`config.mk`:
```
export PLATFORM = sky130hd
export DESIGN_NAME = lora_tx_sequencer
export DESIGN_NICKNAME = d
export VERILOG_FILES = /design/src/rtl/lora_tx_sequencer.sv
export SDC_FILE = /design/constraint.sdc
export NUM_CORES = 1
export LEC_CHECK = 0
export ABC_AREA = 1
export CORE_MARGIN = 2
export CORE_UTILIZATION = 40
export CTS_BUF_LIST = sky130_fd_sc_hd__clkbuf_8
export DETAILED_ROUTE_END_ITERATION = 6
export DONT_BUFFER_PORTS = 1
export REMOVE_ABC_BUFFERS = 1
export SLEW_MARGIN = 30
export SYNTH_ARGS = -nofsm -noshare
export SYNTH_HDL_FRONTEND = slang
export SYNTH_SLANG_ARGS = --single-unit
```
`constraint.sdc`:
```
create_clock -name i_clk -period 1.7 [get_ports i_clk]
set_input_delay 0.17 -clock i_clk [delete_from_list [all_inputs] [get_ports i_clk]]
set_output_delay 0.17 -clock i_clk [all_outputs]
set_load 0.005 [all_outputs]
```
`src/rtl/lora_tx_sequencer.sv`:
```
// SX1278 LoRa transmit sequencer: one-time radio init, FIFO load, TX, TxDone poll with timeout.
// Drives an external SPI master with one 16-bit register access per request.
module lora_tx_sequencer #(
  parameter int unsigned MAX_LEN    = 64,
  parameter logic [7:0]  PA_CFG     = 8'h8F,
  parameter logic [7:0]  PA_DAC_VAL = 8'h84,
  parameter logic [7:0]  OCP_VAL    = 8'h2B,
  parameter int unsigned TIMEOUT    = 100000,
  localparam int unsigned LEN_W     = $clog2(MAX_LEN + 1)
) (
  input  logic             i_clk,
  input  logic             i_rst,
  input  logic             i_start,
  input  logic [LEN_W-1:0] i_len,
  input  logic [7:0]       i_byte,
  input  logic             i_byte_valid,
  output logic             o_byte_ready,
  output logic             o_spi_req,
  output logic [7:0]       o_spi_addr,
  output logic [7:0]       o_spi_wdata,
  input  logic             i_spi_done,
  input  logic [7:0]       i_spi_rdata,
  output logic             o_busy,
  output logic             o_done,
  output logic             o_err,
  output logic [1:0]       o_err_code,
  output logic [3:0]       o_state
);
  localparam int unsigned TMO_W = $clog2(TIMEOUT + 1);
  localparam int unsigned IDX_W = 3;
  localparam logic [IDX_W-1:0] IDX_LAST = IDX_W'(6);

  typedef enum logic [3:0] {
    S_INIT_VER = 4'd0, S_INIT = 4'd1, S_IDLE = 4'd2, S_SET_PTR = 4'd3,
    S_SET_LEN = 4'd4, S_FIFO_WR = 4'd5, S_TX = 4'd6, S_POLL = 4'd7,
    S_CLEAR = 4'd8, S_STBY = 4'd9, S_ERR = 4'd10
  } state_t;

  state_t           state_q, state_d;
  logic             req_q, req_d;
  logic [7:0]       addr_q, addr_d, wdata_q, wdata_d;
  logic             ready_q, ready_d, busy_q, busy_d, done_q, done_d, err_q, err_d;
  logic [1:0]       code_q, code_d;
  logic [LEN_W-1:0] len_q, len_d, cnt_q, cnt_d;
  logic [IDX_W-1:0] idx_q, idx_d;
  logic [TMO_W-1:0] tmo_q, tmo_d;
  logic [15:0]      init_entry;
  logic             tmo_hit;

  // Init table entries as {write bit | reg address, data}
  always_comb begin
    init_entry = 16'h0000;
    case (idx_q)
      3'd0:    init_entry = {8'h81, 8'h80};
      3'd1:    init_entry = {8'h81, 8'h81};
      3'd2:    init_entry = {8'h89, PA_CFG};
      3'd3:    init_entry = {8'hCD, PA_DAC_VAL};
      3'd4:    init_entry = {8'h8B, OCP_VAL};
      3'd5:    init_entry = {8'hA6, 8'h04};
      3'd6:    init_entry = {8'h8E, 8'h00};
      default: init_entry = 16'h0000;
    endcase
  end

  assign tmo_hit = (tmo_q >= TMO_W'(TIMEOUT));

  // Next-state and next-output logic; every state issues when req is low and advances on done
  always_comb begin
    state_d = state_q;
    req_d   = req_q;
    addr_d  = addr_q;
    wdata_d = wdata_q;
    done_d  = 1'b0;
    err_d   = err_q;
    code_d  = code_q;
    len_d   = len_q;
    cnt_d   = cnt_q;
    idx_d   = idx_q;
    tmo_d   = tmo_q;

    case (state_q)
      S_INIT_VER: begin
        if (!req_q) begin
          {req_d, addr_d, wdata_d} = {1'b1, 8'h42, 8'h00};
        end else if (i_spi_done) begin
          req_d = 1'b0;
          idx_d = '0;
          if (i_spi_rdata == 8'h12) begin
            state_d = S_INIT;
          end else begin
            state_d = S_ERR;
            err_d   = 1'b1;
            code_d  = 2'd1;
          end
        end
      end
      S_INIT: begin
        if (!req_q) begin
          {req_d, addr_d, wdata_d} = {1'b1, init_entry};
        end else if (i_spi_done) begin
          req_d = 1'b0;
          if (idx_q == IDX_LAST) begin
            idx_d   = '0;
            state_d = S_IDLE;
          end else begin
            idx_d = idx_q + IDX_W'(1);
          end
        end
      end
      S_IDLE: begin
        if (i_start) begin
          if (i_len == '0 || i_len > LEN_W'(MAX_LEN)) begin
            state_d = S_ERR;
            err_d   = 1'b1;
            code_d  = 2'd2;
          end else begin
            len_d   = i_len;
            cnt_d   = '0;
            state_d = S_SET_PTR;
          end
        end
      end
      S_SET_PTR: begin
        if (!req_q) begin
          {req_d, addr_d, wdata_d} = {1'b1, 8'h8D, 8'h00};
        end else if (i_spi_done) begin
          req_d   = 1'b0;
          state_d = S_SET_LEN;
        end
      end
      S_SET_LEN: begin
        if (!req_q) begin
          {req_d, addr_d, wdata_d} = {1'b1, 8'hA2, 8'(len_q)};
        end else if (i_spi_done) begin
          req_d   = 1'b0;
          state_d = S_FIFO_WR;
        end
      end
      S_FIFO_WR: begin
        // An accepted byte is launched straight into its FIFO write, so a held byte == req high
        if (!req_q) begin
          if (ready_q && i_byte_valid) begin
            {req_d, addr_d, wdata_d} = {1'b1, 8'h80, i_byte};
          end
        end else if (i_spi_done) begin
          req_d = 1'b0;
          cnt_d = cnt_q + LEN_W'(1);
          if (cnt_d == len_q) state_d = S_TX;
        end
      end
      S_TX: begin
        tmo_d = '0;
        if (!req_q) begin
          {req_d, addr_d, wdata_d} = {1'b1, 8'h81, 8'h83};
        end else if (i_spi_done) begin
          req_d   = 1'b0;
          state_d = S_POLL;
        end
      end
      S_POLL: begin
        if (!tmo_hit) tmo_d = tmo_q + TMO_W'(1);
        if (!req_q) begin
          if (tmo_hit) begin
            state_d = S_ERR;
            err_d   = 1'b1;
            code_d  = 2'd3;
          end else begin
            {req_d, addr_d, wdata_d} = {1'b1, 8'h12, 8'h00};
          end
        end else if (i_spi_done) begin
          req_d = 1'b0;
          if (i_spi_rdata[3]) begin
            state_d = S_CLEAR;
          end else if (tmo_hit) begin
            state_d = S_ERR;
            err_d   = 1'b1;
            code_d  = 2'd3;
          end
        end
      end
      S_CLEAR: begin
        if (!req_q) begin
          {req_d, addr_d, wdata_d} = {1'b1, 8'h92, 8'hFF};
        end else if (i_spi_done) begin
          req_d   = 1'b0;
          state_d = S_STBY;
        end
      end
      S_STBY: begin
        if (!req_q) begin
          {req_d, addr_d, wdata_d} = {1'b1, 8'h81, 8'h81};
        end else if (i_spi_done) begin
          req_d   = 1'b0;
          done_d  = 1'b1;
          state_d = S_IDLE;
        end
      end
      S_ERR: begin
        req_d = 1'b0;
        if (i_start) begin
          err_d   = 1'b0;
          code_d  = 2'd0;
          state_d = S_INIT_VER;
        end
      end
      default: state_d = S_INIT_VER;
    endcase

    ready_d = (state_d == S_FIFO_WR) && !req_d;
    busy_d  = (state_d != S_IDLE) && (state_d != S_ERR);
  end

  always_ff @(posedge i_clk) begin
    if (i_rst) begin
      state_q <= S_INIT_VER;
      req_q   <= 1'b0;
      addr_q  <= '0;
      wdata_q <= '0;
      ready_q <= 1'b0;
      busy_q  <= 1'b0;
      done_q  <= 1'b0;
      err_q   <= 1'b0;
      code_q  <= '0;
      len_q   <= '0;
      cnt_q   <= '0;
      idx_q   <= '0;
      tmo_q   <= '0;
    end else begin
      state_q <= state_d;
      req_q   <= req_d;
      addr_q  <= addr_d;
      wdata_q <= wdata_d;
      ready_q <= ready_d;
      busy_q  <= busy_d;
      done_q  <= done_d;
      err_q   <= err_d;
      code_q  <= code_d;
      len_q   <= len_d;
      cnt_q   <= cnt_d;
      idx_q   <= idx_d;
      tmo_q   <= tmo_d;
    end
  end

  assign o_byte_ready = ready_q;
  assign o_spi_req    = req_q;
  assign o_spi_addr   = addr_q;
  assign o_spi_wdata  = wdata_q;
  assign o_busy       = busy_q;
  assign o_done       = done_q;
  assign o_err        = err_q;
  assign o_err_code   = code_q;
  assign o_state      = state_q;

endmodule
```
==> results.md <==
* Gate Count Post-Synth at 574
* Synth Register Bits at 61
* Die Ht at 99.28 um
* Sw frac at 35.82%
* Worst endpoint data arrival time at 1.91 ns
* Max Slew Vio Count at 0
* Tcrit/Tclk final at 98.16%
* Crit path buffers/inverters at 0
* Startpoint types: register
* Synth Cell Area at 3631 um2
* Clk pwr share at 28.5%
* Crit-path most repeated cell: nor2_1
* Gr busiest metal: met2
* Combinational share of power at 31.2%
* Most frequent cells after synthesis: 137 x nand2_1, 86 x nor2_1, 71 x inv_1
* Primary FF master, synth: dfxtp_1
* Residual DRC at 0
* Clock transition at the registers of the reported paths at 0.07 ns
* Area Overhead vs Synth at 21.02%
* WHS at 0.01549 ns
* Critical Path RT at 1.94 ns
* CTS root buf: clkbuf_8
* Slew HR at 58.60%
* Final WL at 10630 um
* CP delay by family, top: simple AND/OR/NAND/NOR gates
* Max H-tree Level at 3
* Largest net degree at the start of global routing at 32
* CTS tree: yes
* CORE AREA at 8763 um2
* Synth top area cells: dfxtp_1 34%, nand2_1 14%, nor2_1 8.9%
* Worst VDD drop at 0.6071 mV
* Hold Fails Final Rpt at 0
* DP Area at 3915 um2
* DRT antenna net count at 0
* Synth top area share at 33.63%
* Min-delay worst type: in2reg
* Synth area leader: dfxtp_1
* Sw Pwr at 1.621 mW
* Worst path cell trace: ha_4, nor2_2, nor2_1, nand3_1, nor2_1, nand2_1, nor2_2, nand3_2, nand2_2, nand2_1, nor2_1, nor2_1
* Max incr delay on CP at 0.36 ns
* Achievable Freq at 599.3 MHz
* Ant. Diodes at 0
* Initial drt markers at 167
* Status: finished clean
* Most frequent cell after synthesis: nand2_1
* Die area at 9856 um2
* Placer congestion estimate at 0.8987
* Clk_lat worst skew at 0.35 ns
* Design Area, Final at 4394 um2
* Final Skew at 0.01242 ns
* Sequential share of power at 40.3%
* Crit path capture type: register
* Design internal power at 2.905 mW
* Fin crit period at 1.669 ns
* WL per Instance at 14.76 um
* Leak pwr at 1.915 nW
* CP Class: reg2reg
* Row Count at 34
* HPWL after detailed placement at 7940 um
* CTS buffer count at 9
* Vias at 3780
* Largest fanout on the critical path at 3
* Crit path max-delay cell type: dfxtp_4
* Final Util at 50.14%
* Sink Count at 61
* Buffers on Ports at 0
* Initial antenna violation count at 0
* Pwr/cell area at 1030 nW/um2
* GRT met2 Usage at 33.32%
* Worst Tran Pin Value at 0.6203 ns
* Final setup fails at 0
* Vias in the first global route at 3451
* Met1 track demand over resource at 29.06%
* Initial core utilization at 41.43%
* Avg Synthesized Cell Area at 6.326 um2
* Number of flops mapped to enable cells by yosys at 0
* Gr ovfl total at 0
* Post-synth cell types at 36
* Met3 Use GR at 6.184%
* Nets at 642
* Max Cap Viol at 0
* CTS max path bufs at 2
* Total GRT Usage at 21.69%
* Seq/Total Area, Yosys at 33.63%
* R2R setup slack at 0.03 ns
* Yosys warnings at 0
* First-pass GRT wire length at 16980 um
* IO Pins at 55
* Power, Total at 4.526 mW
* RSZ-0062 raised after global routing: yes
* Die Wd at 99.28 um
* Layout cells sized above 1 at 20.59%
* Via density at 5.250
* Initial DRT Pass Iterations at 4
* Synth async-reset ratio at 0%
## state kept, by name, indices dropped and copies added, names as in the netlist
name / count
o_err_code: 2
o_state: 4
cnt_q: 7
tmo_q: 17
o_spi_wdata: 8
o_byte_ready: 1
o_spi_req: 1
idx_q: 3
o_spi_addr: 8
o_err: 1
o_done: 1
o_busy: 1
len_q: 7
## cells in the final DEF, fill, tap and decap left out, types with 2 or more instances in the layout
cell type,netlist,routed
a31oi_1,6,6
o211ai_1,2,2
a211oi_2,1,2
nand2_1,137,128
ha_1,4,3
a211oi_1,7,6
o21ai_0,31,27
nand3_2,5,5
dlygate4sd3_1,0,2
clkbuf_8,0,11
nand3_1,41,40
nor2_4,1,5
nor3_2,2,7
a22oi_1,2,2
inv_1,71,66
o21ai_1,8,11
nand4_1,7,7
nor3_1,21,16
inv_2,5,7
dfxtp_2,0,10
dfxtp_1,61,48
nand2_4,1,4
buf_12,0,2
a221oi_1,2,2
xor2_1,6,6
nor2_1,86,75
dfxtp_4,0,3
nand2_2,5,10
inv_4,2,4
a21oi_1,36,36
nor2_2,3,10
buf_4,1,34
## cells by family after synthesis
family	count (synthesis)	share of synthesized area [%]
AOI/OAI and AO/OA	99	15.54
xor gates and xnor gates	6	1.447
adders and majority gates	4	1.378
buffers and inverters	94	10.92
DFF	61	33.63
and+or+nand+nor	310	37.08
## final timing paths
kind | from | to | depth (start not counted)
worst max-delay path | cnt_q[1] | o_busy | 12
worst min-delay path | i_len[1] | len_q[1] | 2
worst max register to register | cnt_q[1] | o_busy | 12
worst min register to register | tmo_q[6] | tmo_q[6] | 1
## routing by layer
layer / vias to the layer above / share of wire [%]
met1: 1746 / 46
met4: 0 / 2.1
li1: 1934 / -
met5: - / 0
met3: 19 / 5.8
met2: 81 / 46
## per-stage QoR
| stage | setup slack (ns) | instances | setup TNS [ns] |
|---|---|---|---|
| final | 0.03136 | 720 | 0 |
| after global routing | -0.1138 | 720 | -0.3332 |
| after CTS | 0.007139 | 715 | 0 |
| after detailed placement | -0.05687 | 699 | -0.1270 |
| after global placement | 0.008937 | 699 | 0 |
| after floorplan | 0.009630 | 558 | 0 |
## worst register-to-register path, cell delays in order, from the launching register on
cell and delay (ns):
dfxtp_4 0.36, ha_4 0.27, nor2_2 0.04, nor2_1 0.08
nand3_1 0.08, nor2_1 0.10, nand2_1 0.09, nor2_2 0.15
nand3_2 0.09, nand2_2 0.10, nand2_1 0.06, nor2_1 0.11
nor2_1 0.04
## area by class of cell
class                           instances  area [um2]
Sequential cell                        61        1245
Clock buffer                           11       151.4
Fill cell                             876        4369
Multi-Input combinational cell        419        2178
Timing Repair inverter                  2       11.26
Clock inverter                          2       35.03
Tap cell                              108       135.1
Timing Repair Buffer                   39       326.6
Inverter                               78       311.5
## timing repair
item,CTS,global route
hold buffers,3,0
gates cloned,0,2
buffers inserted,0,3
resized for setup,4,68
pin swaps,1,14
setup endpoints to repair,4,42
endpoints found under the hold margin,31,0
## power groups by stage
stage | Combinational (mW) | Clock (mW) | Sequential (mW)
after detailed placement | 1.19 | 0 | 1.85
after global routing | 1.58 | 1.38 | 1.85
after global placement | 1.18 | 0 | 1.85
after CTS | 1.22 | 1.32 | 1.82
final | 1.41 | 1.29 | 1.82
after floorplan | 0.794 | 0 | 1.81
(Power assumes the default switching activity.)
